[config.mk]
export PLATFORM = sky130hd
export DESIGN_NAME = l1i_fill_responder
export DESIGN_NICKNAME = d
export VERILOG_FILES = /design/src/rtl/l1i_fill_responder.sv
export SDC_FILE = /design/constraint.sdc
export NUM_CORES = 1
export LEC_CHECK = 0
export CELL_PAD_IN_SITES_DETAIL_PLACEMENT = 2
export CELL_PAD_IN_SITES_GLOBAL_PLACEMENT = 2
export CORE_ASPECT_RATIO = 1.4
export CORE_MARGIN = 5
export CORE_UTILIZATION = 32
export DETAILED_ROUTE_END_ITERATION = 7
export PLACE_DENSITY = 0.89
export SLEW_MARGIN = 20
export SYNTH_ARGS = -nofsm -noshare
export SYNTH_HDL_FRONTEND = slang
export SYNTH_SLANG_ARGS = --single-unit
[constraint.sdc]
create_clock -name clk -period 23 [get_ports clk]
set_input_delay 4.6 -clock clk [delete_from_list [all_inputs] [get_ports clk]]
set_output_delay 4.6 -clock clk [all_outputs]
set_load 0.01 [all_outputs]
[src/rtl/l1i_fill_responder.sv]
// Memory-side responder for L1I line fills: round-robin arbitration over the miss
// paths, word-by-word line fetch from the backing memory, then a full-line response.
module l1i_fill_responder #(
    parameter  int NUM_REQUESTERS    = 2,
    parameter  int LINE_WORDS        = 16,
    parameter  int LINE_OFFSET_WIDTH = 6,
    localparam int SM_W              = (NUM_REQUESTERS > 1) ? $clog2(NUM_REQUESTERS) : 1
) (
    input  logic                         clk,
    input  logic                         reset,
    input  logic [NUM_REQUESTERS-1:0]    req_valid,
    input  logic [NUM_REQUESTERS*32-1:0] req_addr,
    output logic [NUM_REQUESTERS-1:0]    req_ready,
    output logic                         mem_rd_en,
    output logic [31:0]                  mem_rd_addr,
    input  logic                         mem_rd_gnt,
    input  logic                         mem_rd_valid,
    input  logic [31:0]                  mem_rd_data,
    output logic                         resp_valid,
    input  logic                         resp_ready,
    output logic [SM_W-1:0]              resp_sm,
    output logic [31:0]                  resp_addr,
    output logic [LINE_WORDS*32-1:0]     resp_line
);

    localparam int               CNT_W    = $clog2(LINE_WORDS + 1);
    localparam int               IDX_W    = (LINE_WORDS > 1) ? $clog2(LINE_WORDS) : 1;
    localparam logic [31:0]      OFF_MASK = (32'd1 << LINE_OFFSET_WIDTH) - 32'd1;
    localparam logic [CNT_W-1:0] WORDS    = CNT_W'(LINE_WORDS);

    typedef enum logic [1:0] {IDLE, FETCH, RESP} state_t;

    state_t           state, state_nxt;
    logic [SM_W-1:0]  rr_ptr, owner;
    logic [SM_W-1:0]  hi_idx, lo_idx, grant;
    logic             hi_found, lo_found, accept;
    logic [31:0]      grant_addr, base;
    logic [CNT_W-1:0] issue_cnt, rcv_cnt;
    logic             issue_fire, rcv_fire;
    logic [31:0]      line_buf [LINE_WORDS];

    // Round-robin pick: lowest valid index at or above rr_ptr, else lowest valid overall.
    always_comb begin
        hi_found = 1'b0;
        hi_idx   = '0;
        lo_found = 1'b0;
        lo_idx   = '0;
        for (int j = 0; j < NUM_REQUESTERS; j++) begin
            if (req_valid[j]) begin
                if (!lo_found) begin
                    lo_found = 1'b1;
                    lo_idx   = SM_W'(j);
                end
                if (!hi_found && (SM_W'(j) >= rr_ptr)) begin
                    hi_found = 1'b1;
                    hi_idx   = SM_W'(j);
                end
            end
        end
        grant = hi_found ? hi_idx : lo_idx;
    end

    always_comb begin
        grant_addr = '0;
        for (int j = 0; j < NUM_REQUESTERS; j++) begin
            if (SM_W'(j) == grant) begin
                grant_addr = req_addr[32*j +: 32];
            end
        end
    end

    always_ff @(posedge clk or posedge reset) begin
        if (reset) begin
            state <= IDLE;
        end else begin
            state <= state_nxt;
        end
    end

    always_comb begin
        state_nxt   = state;
        accept      = 1'b0;
        req_ready   = '0;
        mem_rd_en   = 1'b0;
        mem_rd_addr = '0;
        resp_valid  = 1'b0;
        resp_sm     = '0;
        resp_addr   = '0;
        case (state)
            IDLE: begin
                // Ready follows valid combinationally, so a grant is always a handshake.
                if (lo_found && !reset) begin
                    req_ready = NUM_REQUESTERS'(1) << grant;
                    accept    = 1'b1;
                    state_nxt = FETCH;
                end
            end
            FETCH: begin
                if (issue_cnt < WORDS) begin
                    mem_rd_en   = 1'b1;
                    mem_rd_addr = base + (32'(issue_cnt) << 2);
                end
                if (mem_rd_valid && (rcv_cnt == WORDS - CNT_W'(1))) begin
                    state_nxt = RESP;
                end
            end
            RESP: begin
                resp_valid = 1'b1;
                resp_sm    = owner;
                resp_addr  = base;
                if (resp_ready) begin
                    state_nxt = IDLE;
                end
            end
            default: state_nxt = IDLE;
        endcase
    end

    assign issue_fire = mem_rd_en && mem_rd_gnt;
    assign rcv_fire   = (state == FETCH) && mem_rd_valid && (rcv_cnt < WORDS);

    always_comb begin
        resp_line = '0;
        for (int i = 0; i < LINE_WORDS; i++) begin
            resp_line[32*i +: 32] = (state == RESP) ? line_buf[i] : 32'd0;
        end
    end

    always_ff @(posedge clk or posedge reset) begin
        if (reset) begin
            rr_ptr    <= '0;
            owner     <= '0;
            base      <= '0;
            issue_cnt <= '0;
            rcv_cnt   <= '0;
            for (int i = 0; i < LINE_WORDS; i++) begin
                line_buf[i] <= '0;
            end
        end else begin
            if (accept) begin
                owner     <= grant;
                base      <= grant_addr & ~OFF_MASK;
                rr_ptr    <= (grant == SM_W'(NUM_REQUESTERS - 1)) ? '0 : grant + SM_W'(1);
                issue_cnt <= '0;
                rcv_cnt   <= '0;
            end
            if (issue_fire) begin
                issue_cnt <= issue_cnt + CNT_W'(1);
            end
            // Issue and receive run independently; both may fire in one cycle.
            if (rcv_fire) begin
                line_buf[rcv_cnt[IDX_W-1:0]] <= mem_rd_data;
                rcv_cnt                      <= rcv_cnt + CNT_W'(1);
            end
        end
    end

endmodule

==> results of run 1 <==
[per-layer routing]
metal	global-route usage [%]	up-vias
li1	-	7828
met1	24.7	9624
met2	44.4	647
met3	5.27	208
met4	10.9	0
met5	0	-
[state kept, by name, summed over array words and instances, names as in the netlist]
| name | flops |
|---|---|
| line_buf | 512 |
| base | 26 |
| issue_cnt | 5 |
| rcv_cnt | 5 |
| state | 2 |
| owner | 1 |
| rr_ptr | 1 |
[per-stage QoR]
| stage | power [mW] | utilization [%] | cell area [µm²] | setup slack [ns] | hold WS, ns |
|---|---|---|---|---|---|
| 2_1_floorplan | 1.71 | - | 25600 | 2.97 | 0.456 |
| 3_3_place_gp | 1.87 | 41.3 | 32700 | 11.02 | 0.467 |
| 3_5_place_dp | 1.96 | 41.3 | 32700 | 10.90 | 0.477 |
| 4_1_cts | 3.04 | 44.0 | 34800 | 10.85 | 0.491 |
| 5_1_grt | 3.14 | 44.0 | 34800 | 10.67 | 0.506 |
| 6_report | 3.00 | 44.0 | 34800 | 10.82 | 0.486 |
[worst max-delay path: stages]
cell and delay [ns]:
clkdlybuf4s50_1 1.16, o21ba_2 0.76, nand2_1 0.21, nor3_1 0.20
clkdlybuf4s50_1 0.64
[logic make-up (layout without fill, tap and decap cells)]
family | after synthesis | in the layout
fa+ha+maj | 6 | 6
mux | 513 | 513
other cells | 1 | 9
buf+inv | 186 | 797
simple gates | 615 | 615
flops | 552 | 552
xor+xnor | 1 | 1
compound gates | 121 | 121
[layout make-up]
class | instances | area share, %
tap | 1054 | 3.78
inverter | 7 | 0.0969
multi-input combinational | 1264 | 31.0
timing repair buffer | 684 | 19.5
antenna | 1 | 0.00718
sequential | 552 | 39.6
clock inverter | 28 | 1.24
clock buffer | 78 | 4.79
[synthesized netlist by cell type, drive strengths merged, types with 2 or more instances]
cell type  instances
a21oi             29
a31oi             26
and2             570
and2b              2
buf               63
clkbuf           116
dfrtp            552
ha                 6
inv                6
mux2             513
nand2              5
nand3             15
nand4              4
nor2               6
nor2b              2
nor3b              3
o211ai            26
o21ai             28
o2bb2ai            2
[how the worst max path moves through the flow]
stage / start / end / slack (ns) / cells past startpoint
finish: req_valid[1] / req_ready[1] / 10.82 / 5
global placement: req_valid[1] / req_ready[1] / 11.02 / 5
floorplan: reset / base[10] / 2.97 / 1
global route: req_valid[1] / req_ready[1] / 10.67 / 5
CTS: req_valid[1] / req_ready[1] / 10.85 / 5
detailed placement: req_valid[1] / req_ready[1] / 10.90 / 5
[power groups by stage]
stage	sequential [mW]	clock, mW	combinational, mW
finish	1.42	1.05	0.533
global route	1.45	1.12	0.580
CTS	1.42	1.08	0.544
detailed placement	1.42	0	0.534
global placement	1.38	0	0.488
floorplan	1.34	0	0.375
==> flow_summary.ini, run 1 <==
[synthesis]
netlist_area_um2 = 25600
synth_xor_xnor_area_share_pct = 0.0342
synth_compound_area_share_pct = 2.91
synth_edf_count = 0
synth-seq-area-share_pct = 54.0
synth-simple-area-share_pct = 15.7
synth_fa_ha_area_share_pct = 0.293
synth_top_family_by_area = multiplexers
ys.flop_type = dfrtp_1
ys_async_sr_fraction_pct = 100
synth_warnings = 0
synth.distinct_cells = 50
synth_top_cell_by_area = dfrtp_1
synth_seq_cells = 552
syn_area_per_cell_um2 = 12.8
synth.area.mux_share_pct = 23.0
syn_inst = 1995
synth_top_area_share_pct = 54.0
synth_area_leaders = dfrtp_1 54%, mux2_2 20%, and2_1 14%

[clock_network]
htreeDepth = 2
cts_buffers = 57
numClockSinks = 552
postCtsResizedCells = 0
cts_tree = built
cts-root-buf = clkbuf_16
cts_setup_buffers = 0
ctsHoldBuffers = 0
path_clk_slew_ns = 0.06
cts_max_path_buffers = 3
clkLatencyLatePin_ns = 0.62

[final_layout]
final_common_cell = clkdlybuf4s50_1
multiInputGateArea_um2 = 10800
area_delta_synth_final_pct = 36.1
drive_above_1_share_pct = 24.3
fin_nets = 2675
seqCellArea_um2 = 13800
fin_cells = 3668
fill_cells = 7706
mostFrequentLayoutCells = 657 x clkdlybuf4s50_1, 570 x and2_1, 552 x dfrtp_1

[global_routing]
antenna_found_initial = 7
grt_pass1_wl_mm = 152
overflow = 0
grt_max_degree = 178
track_usage_pct = 23.4
grt_pass1_vias = 21600

[placed_design]
dpl.cell_count = 3561
portBuffers = 663
place_congestion = 0.831
dp_hpwl_mm = 71.5

[routing]
wl_per_cell_um = 28.5
vias_per_cell = 4.99
met3WireLength_mm = 5.58
routed-wl-met2_mm = 55.9
dr.pass1.iters = 4
vias = 18300
drtIter0Drc = 808
drc = 0
ant_nets = 0
wl_met1_mm = 37.3
top_layer = met4
drt_wl_total_mm = 105

[power]
p_sw_share_pct = 28.0
p_comb_share_pct = 17.8
ir_drop_uv = 53.7
p_leak_nw = 16.0
p_seq_share_pct = 47.2
power_density_nw_per_um2 = 86.1
power_switching_mw = 0.841
intPower_mw = 2.16
clkPwrFrac_pct = 35.0

[outcome]
status = finished, final reports clean

[floorplanning]
die_w_um = 249
rows = 122
start_util_pct = 32.3
core_um2 = 79200
ios = 684
die-height_um = 345
dieArea_um2 = 85800

[sta]
rsz0062_at_grt = false
slew_viol_final = 0
max_freq_mhz = 82.1
fin_crit_sh_pct = 53.0
hold_violations = 0
finalSetupViolCount = 0
period_needed_ns = 12.18
slew_headroom_pct = 19.4
finalSetupTns_ns = 0
worst_pin_slew_ns = 1.20
finClkSkew_ns = 0.0125

[worst_setup_path]
reg2reg_from = state[0]
r2r_slack_ns = 20.10
required_ns = 18.40
startpoint_type = primary input
critPathKind = primary input to output port
cp_max_fo = 32
arrival_ns = 7.58
reg2reg_depth = 3
r2r_end = line_buf[124]
cp-end-kind = output port

[worst_hold_path]
hold_path_end = line_buf[199]
holdPathStages = 1
hold_class = register to register
min_from = line_buf[199]

[job]
max-cap-violations = 0
(Power assumes the default switching activity.)
==> run 2, diff against run 1 <==
==> constraint.sdc (replaced) <==
create_clock -name clk -period 12.57 [get_ports clk]
set_input_delay 2.514 -clock clk [delete_from_list [all_inputs] [get_ports clk]]
set_output_delay 2.514 -clock clk [all_outputs]
set_load 0.01 [all_outputs]
==> flow_summary.ini, run 2 (synthesis results as in run 1) <==
[global_routing]
overflow = 0
antenna_found_initial = 4
grt_pass1_wl_mm = 150
grt_pass1_vias = 21200
grt_max_degree = 274
track_usage_pct = 23.1

[clock_network]
cts_tree = built
ctsHoldBuffers = 0
cts_setup_buffers = 0
htreeDepth = 2
numClockSinks = 552
cts_buffers = 56
path_clk_slew_ns = 0.06
cts-root-buf = clkbuf_16
postCtsResizedCells = 0
cts_max_path_buffers = 3
clkLatencyLatePin_ns = 0.62

[routing]
drt_wl_total_mm = 104
ant_nets = 0
drc = 0
vias_per_cell = 4.97
routed-wl-met2_mm = 55.7
top_layer = met4
vias = 18200
drtIter0Drc = 739
wl_per_cell_um = 28.5
dr.pass1.iters = 5
met3WireLength_mm = 5.57
wl_met1_mm = 37.3

[final_layout]
final_common_cell = clkdlybuf4s50_1
top_register = line_buf
mostFrequentLayoutCells = 653 x clkdlybuf4s50_1, 570 x and2_1, 552 x dfrtp_1
top_regs = line_buf: 512 flops, base: 26 flops
largest_register_ffs = 512
fin_nets = 2672
drive_above_1_share_pct = 24.3
area_delta_synth_final_pct = 35.6

[sta]
finalSetupViolCount = 0
rsz0062_at_grt = false
hold_violations = 0
period_needed_ns = 7.99
max_freq_mhz = 125
worst_pin_slew_ns = 1.17
slew_headroom_pct = 21.9
fin_crit_sh_pct = 63.5
worst_slack_ns = 4.58
slew_viol_final = 0
finalSetupTns_ns = 0
finClkSkew_ns = 0.0220

[worst_setup_path]
startpoint_type = primary input
critPathKind = primary input to output port
cp-end-kind = output port
arrival_ns = 5.47
required_ns = 10.06
cp_max_fo = 32

[outcome]
status = finished, final reports clean

[placed_design]
place_congestion = 0.838
pre_cts_ws_ns = 4.62
portBuffers = 663
dp_hpwl_mm = 70.8

[floorplanning]
rows = 122
die-height_um = 345
ios = 684
core_um2 = 79200
die_w_um = 249
dieArea_um2 = 85800
start_util_pct = 32.3

[power]
intPower_mw = 3.87
power_density_nw_per_um2 = 156
p_comb_share_pct = 18.4
ir_drop_uv = 138
p_sw_share_pct = 28.4
p_seq_share_pct = 48.0
p_leak_nw = 16.0
power_switching_mw = 1.53
clkPwrFrac_pct = 33.6

[worst_hold_path]
hold_class = register to register

[job]
max-cap-violations = 0
## run 2: cell types whose count changed in the layout (fill, tap and decap cells not counted), sizes merged
| cell | before | now |
|---|---|---|
| diode | 1 | 6 |
| clkdlybuf4s50 | 657 | 653 |
| inv | 8 | 7 |
| buf | 27 | 29 |
| clkbuf | 78 | 72 |
| bufinv | 11 | 9 |
## run 2: layer usage
metal  vias to the layer above  GRT usage, %
met1                      9521          24.2
met4                         0          12.1
met2                       651          43.3
li1                       7823             -
met3                       216          5.41
met5                         -             0
## run 2: final timing paths
kind                          startpoint            end  slack [ns]  cells past startpoint
setup / recovery            req_valid[1]   req_ready[1]        4.58                      5
hold / removal             line_buf[198]  line_buf[198]        0.48                      1
setup reg to reg                state[0]  line_buf[121]        9.72                      3
hold reg to reg            line_buf[198]  line_buf[198]        0.48                      1
max in group asynchronous          reset  line_buf[187]        7.89                      4
min in group asynchronous          reset          owner        2.43                      2
## run 2: power by group through the flow
stage | clock [mW] | combinational (mW) | sequential, mW
floorplan | 0 | 0.686 | 2.45
global placement | 0 | 0.900 | 2.53
detailed placement | 0 | 0.988 | 2.60
CTS | 1.86 | 1.01 | 2.59
global route | 1.93 | 1.07 | 2.64
finish | 1.82 | 0.993 | 2.59
## run 2: worst max-delay path, cell delays in order
cell	delay (ns)
clkdlybuf4s50_1	1.14
o21ba_2	0.73
nand2_1	0.21
nor3_1	0.21
clkdlybuf4s50_1	0.65
## run 2: layout make-up
cell class                      instances  area [µm²]
Clock buffer                           72        1580
Timing Repair Buffer                  682        6800
Multi-Input combinational cell       1264       10800
Antenna cell                            6        15.0
Inverter                                7        30.0
Clock inverter                         25         367
Fill cell                            7722       44500
Tap cell                             1054        1320
Sequential cell                       552       13800
## run 2: metrics by stage
stage | hold WS, ns | utilization, % | instance area [µm²] | total power, mW | cells
finish | 0.485 | 43.8 | 34700 | 5.40 | 3662
global route | 0.507 | 43.8 | 34700 | 5.64 | 3660
CTS | 0.491 | 43.8 | 34700 | 5.47 | 3655
floorplan | 0.456 | - | 25600 | 3.13 | 2002
global placement | 0.467 | 41.3 | 32700 | 3.43 | 3558
detailed placement | 0.477 | 41.3 | 32700 | 3.59 | 3558
==> run 3, diff against run 2 <==
==> constraint.sdc (replaced) <==
create_clock -name clk -period 8 [get_ports clk]
set_input_delay 1.6 -clock clk [delete_from_list [all_inputs] [get_ports clk]]
set_output_delay 1.6 -clock clk [all_outputs]
set_load 0.01 [all_outputs]
==> flow_summary.ini, run 3 (synthesis results as in run 1) <==
[outcome]
status = finished, final reports clean

[power]
p_sw_share_pct = 28.5
p_seq_share_pct = 48.7
clkPwrFrac_pct = 32.7
intPower_mw = 5.94
p_comb_share_pct = 18.6
power_density_nw_per_um2 = 240
p_leak_nw = 15.9
ir_drop_uv = 158
power_switching_mw = 2.37

[floorplanning]
core_um2 = 79200
rows = 122
die_w_um = 249
die-height_um = 345
dieArea_um2 = 85800
ios = 684
start_util_pct = 32.3

[clock_network]
numClockSinks = 552
cts-root-buf = clkbuf_16
ctsHoldBuffers = 0
cts_setup_buffers = 0
path_clk_slew_ns = 0.06
cts_max_path_buffers = 3
cts_buffers = 57
clkLatencyLatePin_ns = 0.61
postCtsResizedCells = 0
cts_tree = built
htreeDepth = 2

[worst_setup_path]
reg2reg_from = state[0]
r2r_slack_ns = 5.13
cp_max_fo = 32
startpoint_type = primary input
r2r_end = line_buf[126]
cp-end-kind = output port
arrival_ns = 4.56
reg2reg_depth = 3
critPathKind = primary input to output port
required_ns = 6.40

[final_layout]
top_regs = line_buf: 512 flops, base: 26 flops
largest_register_ffs = 512
fin_util_pct = 43.7
drive_above_1_share_pct = 24.0
mostFrequentLayoutCells = 652 x clkdlybuf4s50_1, 570 x and2_1, 552 x dfrtp_1
fin_nets = 2674
final_common_cell = clkdlybuf4s50_1
top_register = line_buf
multiInputGateArea_um2 = 10800
fill_cells = 7745
area_delta_synth_final_pct = 35.2
seqCellArea_um2 = 13800

[worst_hold_path]
min_from = line_buf[320]
hold_class = register to register
holdPathStages = 1
hold_path_end = line_buf[320]

[placed_design]
dp_hpwl_mm = 71.2
place_congestion = 0.832
pre_cts_ws_ns = 1.91
portBuffers = 663

[routing]
drt_wl_total_mm = 104
dr.pass1.iters = 4
vias = 18200
vias_per_cell = 4.96
ant_nets = 0
drtIter0Drc = 878
wl_per_cell_um = 28.2
drc = 0

[sta]
slew_viol_final = 0
worst_slack_ns = 1.84
hold_violations = 0
fin_hold_ws_ns = 0.485
slew_headroom_pct = 20.2
max_freq_mhz = 162
rsz0062_at_grt = false
finClkSkew_ns = 0.0108
finalSetupViolCount = 0
period_needed_ns = 6.16
worst_pin_slew_ns = 1.19
fin_crit_sh_pct = 77.1
finalSetupTns_ns = 0

[global_routing]
overflow = 0
track_usage_pct = 23.2
grt_pass1_wl_mm = 150
antenna_found_initial = 7
grt_max_degree = 243
grt_pass1_vias = 21400

[job]
max-cap-violations = 0
==> run 3: cell count changes in the layout (fill, tap and decap cells not counted) <==
cell | previous run | this run
buf_16 | 1 | 0
buf_4 | 14 | 15
clkinv_4 | 1 | 2
buf_6 | 0 | 1
bufinv_16 | 9 | 3
clkdlybuf4s50_1 | 653 | 652
buf_2 | 10 | 11
clkinv_2 | 11 | 9
clkbuf_1 | 5 | 18
clkbuf_16 | 57 | 59
inv_6 | 2 | 1
==> run 3: power by group through the flow <==
stage,sequential (mW),combinational (mW),clock [mW]
2_1_floorplan,3.85,1.08,0
3_3_place_gp,3.96,1.42,0
3_5_place_dp,4.08,1.56,0
4_1_cts,4.06,1.58,2.80
5_1_grt,4.13,1.68,2.91
6_report,4.05,1.55,2.72
==> run 3: per-layer routing <==
| layer | global-route usage (%) | vias up | share of wire [%] |
|---|---|---|---|
| met5 | 0 | - | 0.0077 |
| met4 | 12.1 | 2 | 5.7 |
| met3 | 5.03 | 219 | 5.4 |
| met2 | 43.5 | 641 | 53 |
| met1 | 24.3 | 9510 | 36 |
| li1 | - | 7818 | - |
==> run 3: worst max-delay path, stage by stage <==
cell             delay, ns
clkdlybuf4s50_1       1.14
o21ba_2               0.75
nand2_1               0.24
nor3_1                0.21
clkdlybuf4s50_1       0.61
==> run 3: cell type report <==
cell class / instances / area share, %
clock inverters: 17 / 0.510
well taps: 1054 / 3.81
diodes: 6 / 0.0434
repair buffers: 683 / 19.6
clock buffers: 87 / 4.86
inverters: 7 / 0.0868
flip-flops and latches: 552 / 39.9
multi-input cells: 1264 / 31.2
==> run 3: metrics by stage <==
| stage | std cells | instance area [µm²] | power (mW) |
|---|---|---|---|
| after floorplan | 2002 | 25600 | 4.93 |
| after global placement | 3560 | 32800 | 5.38 |
| after detailed placement | 3560 | 32700 | 5.64 |
| after CTS | 3664 | 34600 | 8.44 |
| after global routing | 3668 | 34600 | 8.72 |
| final | 3670 | 34600 | 8.31 |
==> run 3: worst max-delay path by stage <==
stage                  from      endpoint  slack (ns)  cells past startpoint
2_1_floorplan         reset      base[10]       -1.11                      1
3_3_place_gp   req_valid[1]  req_ready[1]        2.03                      5
3_5_place_dp   req_valid[1]  req_ready[1]        1.91                      5
4_1_cts        req_valid[1]  req_ready[1]        1.86                      5
5_1_grt        req_valid[1]  req_ready[1]        1.71                      5
6_report       req_valid[1]  req_ready[1]        1.84                      5
==> variant (config.mk and constraints of run 3) <==
`NUM_REQUESTERS`: 2 -> 1.
--- a/src/rtl/l1i_fill_responder.sv
+++ b/src/rtl/l1i_fill_responder.sv
@@ -1,7 +1,7 @@
 // Memory-side responder for L1I line fills: round-robin arbitration over the miss
 // paths, word-by-word line fetch from the backing memory, then a full-line response.
 module l1i_fill_responder #(
-    parameter  int NUM_REQUESTERS    = 2,
+    parameter  int NUM_REQUESTERS    = 1,
     parameter  int LINE_WORDS        = 16,
     parameter  int LINE_OFFSET_WIDTH = 6,
     localparam int SM_W              = (NUM_REQUESTERS > 1) ? $clog2(NUM_REQUESTERS) : 1
Ports: changed (resized req_addr, req_ready and req_valid); port bits go from 684 to 650. No check against the original RTL was run, so the function may have changed too.
==> variant against run 3 <==
Non-clock buffer count fell by 32; clock skew rose by 0.0013 ns; power fell by 15%; combinational power fell by 45%; synthesized cell count fell by 2.7%; wire length fell by 7.0%; sequential cell count fell by 2; utilization fell by 0.47 points; final area fell by 1.8%; highest routed layer unchanged; worst setup slack improved by 0.79 ns; sequential power fell by 14%; area after synthesis fell by 1.4%.
==> variant: results (changes against run 3) <==
[status]
outcome = finished clean  ; unchanged

[sta]
finalClockSkew_ns = 0.01205  ; was 0.01077 ns
slew-limit-headroom_pct = 19.20  ; was 20.17%

[place]
detailedPlacementHpwl_mm = 65.42  ; was 71.19 mm
numPortBuffers = 634  ; was 663
number_of_placed_instances_with_taps_included = 3490  ; was 3,560
place_worst_setup_slack_ns = 2.648  ; was 1.913 ns
place_area_sq_um = 32120  ; was 32,750 sq um

[routing]
detailedRoute.firstIterationViolations = 647  ; was 878
vias = 17220  ; was 18,190
vias_cell = 4.789  ; was 4.956

[synth]
synth_common_cells = 569 x sky130_fd_sc_hd__and2_1, 550 x sky130_fd_sc_hd__dfrtp_1, 425 x sky130_fd_sc_hd__mux2_2  ; was 570 x sky130_fd_sc_hd__and2_1, 552 x sky130_fd_sc_hd__dfrtp_1, 457 x sky130_fd_sc_hd__mux2_2
synth_area_per_cell_sq_um = 13.01  ; was 12.83 sq um
synth_sequential_area_ratio_pct = 54.51  ; was 53.96%
synth.lib_cells_used.distinct = 35  ; was 50
biggest_area_contributors_in_the_synthesized_netlist = sky130_fd_sc_hd__dfrtp_1 55%, sky130_fd_sc_hd__mux2_2 19%, sky130_fd_sc_hd__and2_1 14%  ; was sky130_fd_sc_hd__dfrtp_1 54%, sky130_fd_sc_hd__mux2_2 20%, sky130_fd_sc_hd__and2_1 14%

[grt]
grt_pass1_vias = 20300  ; was 21,400
grt_max_degree = 279  ; was 243
antenna_found_initial = 8  ; was 7

[cells_and_area]
post-route-cell-area_sq_um = 33970  ; was 34,610 sq um
drive_above_1_share_pct = 24.13  ; was 24.02%
num-nets-final = 2569  ; was 2,674

[power]
max-vdd-ir-drop_mv = 0.1681  ; was 0.1577 mV
static-leakage-power_nw = 16.05  ; was 15.90 nW
intPower_w = 0.005220  ; was 0.005941 W

[clocking]
cts_buffers = 55  ; was 57

[worst_setup_path]
critical_path_peak_fanout = 30  ; was 32
ff2ff_path_depth = 4  ; was 3

-- variant: area by class of cell --
type | instances | area share, %
Multi-Input combinational cell | 1228 | 30.88
Timing Repair Buffer | 651 | 19.17
Sequential cell | 550 | 40.51
Tap cell | 1054 | 3.882
Inverter | 7 | 0.08839
Clock buffer | 83 | 4.869
Clock inverter | 17 | 0.5635
Antenna cell | 5 | 0.03683
-- variant: worst paths after layout --
path / slack (ns) / end / start
worst min register to register: 0.48 / line_buf[227]$_DFFE_PP0P_ / line_buf[227]$_DFFE_PP0P_
min in group asynchronous: 1.48 / base[29]$_DFFE_PP0P_ / reset
worst min-delay path: 0.48 / line_buf[227]$_DFFE_PP0P_ / line_buf[227]$_DFFE_PP0P_
worst max register to register: 4.91 / line_buf[13]$_DFFE_PP0P_ / state[1]$_DFFE_PP0P_
max in group asynchronous: 4.83 / line_buf[172]$_DFFE_PP0P_ / reset
worst max-delay path: 2.63 / req_ready / reset
-- variant: worst max-delay path: stages --
cell and delay [ns]:
sky130_fd_sc_hd__clkdlybuf4s50_1 0.48, sky130_fd_sc_hd__or4b_1 0.55, sky130_fd_sc_hd__inv_2 0.47, sky130_fd_sc_hd__clkdlybuf4s50_1 0.66
-- variant: cell families (layout without fill, tap and decap cells) --
logic type               count (synthesis)  after routing  share of synthesized area, %
other                                    1             14                       0.01485
buffers and inverters                  171            758                         4.113
AO/OA/AOI/OAI                            8              8                        0.2032
AND/OR/NAND/NOR                        688            688                         16.93
flip-flops                             550            550                         54.51
multiplexers                           517            517                         23.93
adder cells (fa/ha/maj)                  6              6                        0.2973
-- variant: metrics by stage --
step | total power, W | hold slack [ns]
finish | 0.007029 | 0.4832
global route | 0.007352 | 0.5069
CTS | 0.007147 | 0.4865
global placement | 0.004242 | 0.4657
floorplan | 0.004026 | 0.4511
detailed placement | 0.004396 | 0.4742
-- variant: routing by layer --
metal / wire [um] / part of all wire [%] / global-route usage (%) / vias to the layer above
li1: - / - / - / 7479
met1: 35420 / 37 / 24.91 / 8972
met2: 49680 / 52 / 39.79 / 577
met3: 6240 / 6.5 / 5.345 / 187
met4: 4957 / 5.1 / 9.389 / 2
met5: 13 / 0.013 / 0 / -
-- variant: power groups by stage --
stage	registers (W)	logic [W]	clock network [W]
floorplan	0.00341	0.000616	0
global placement	0.00346	0.000783	0
detailed placement	0.00354	0.000861	0
CTS	0.00349	0.000873	0.00278
global route	0.00354	0.000936	0.00288
finish	0.00349	0.000852	0.00269
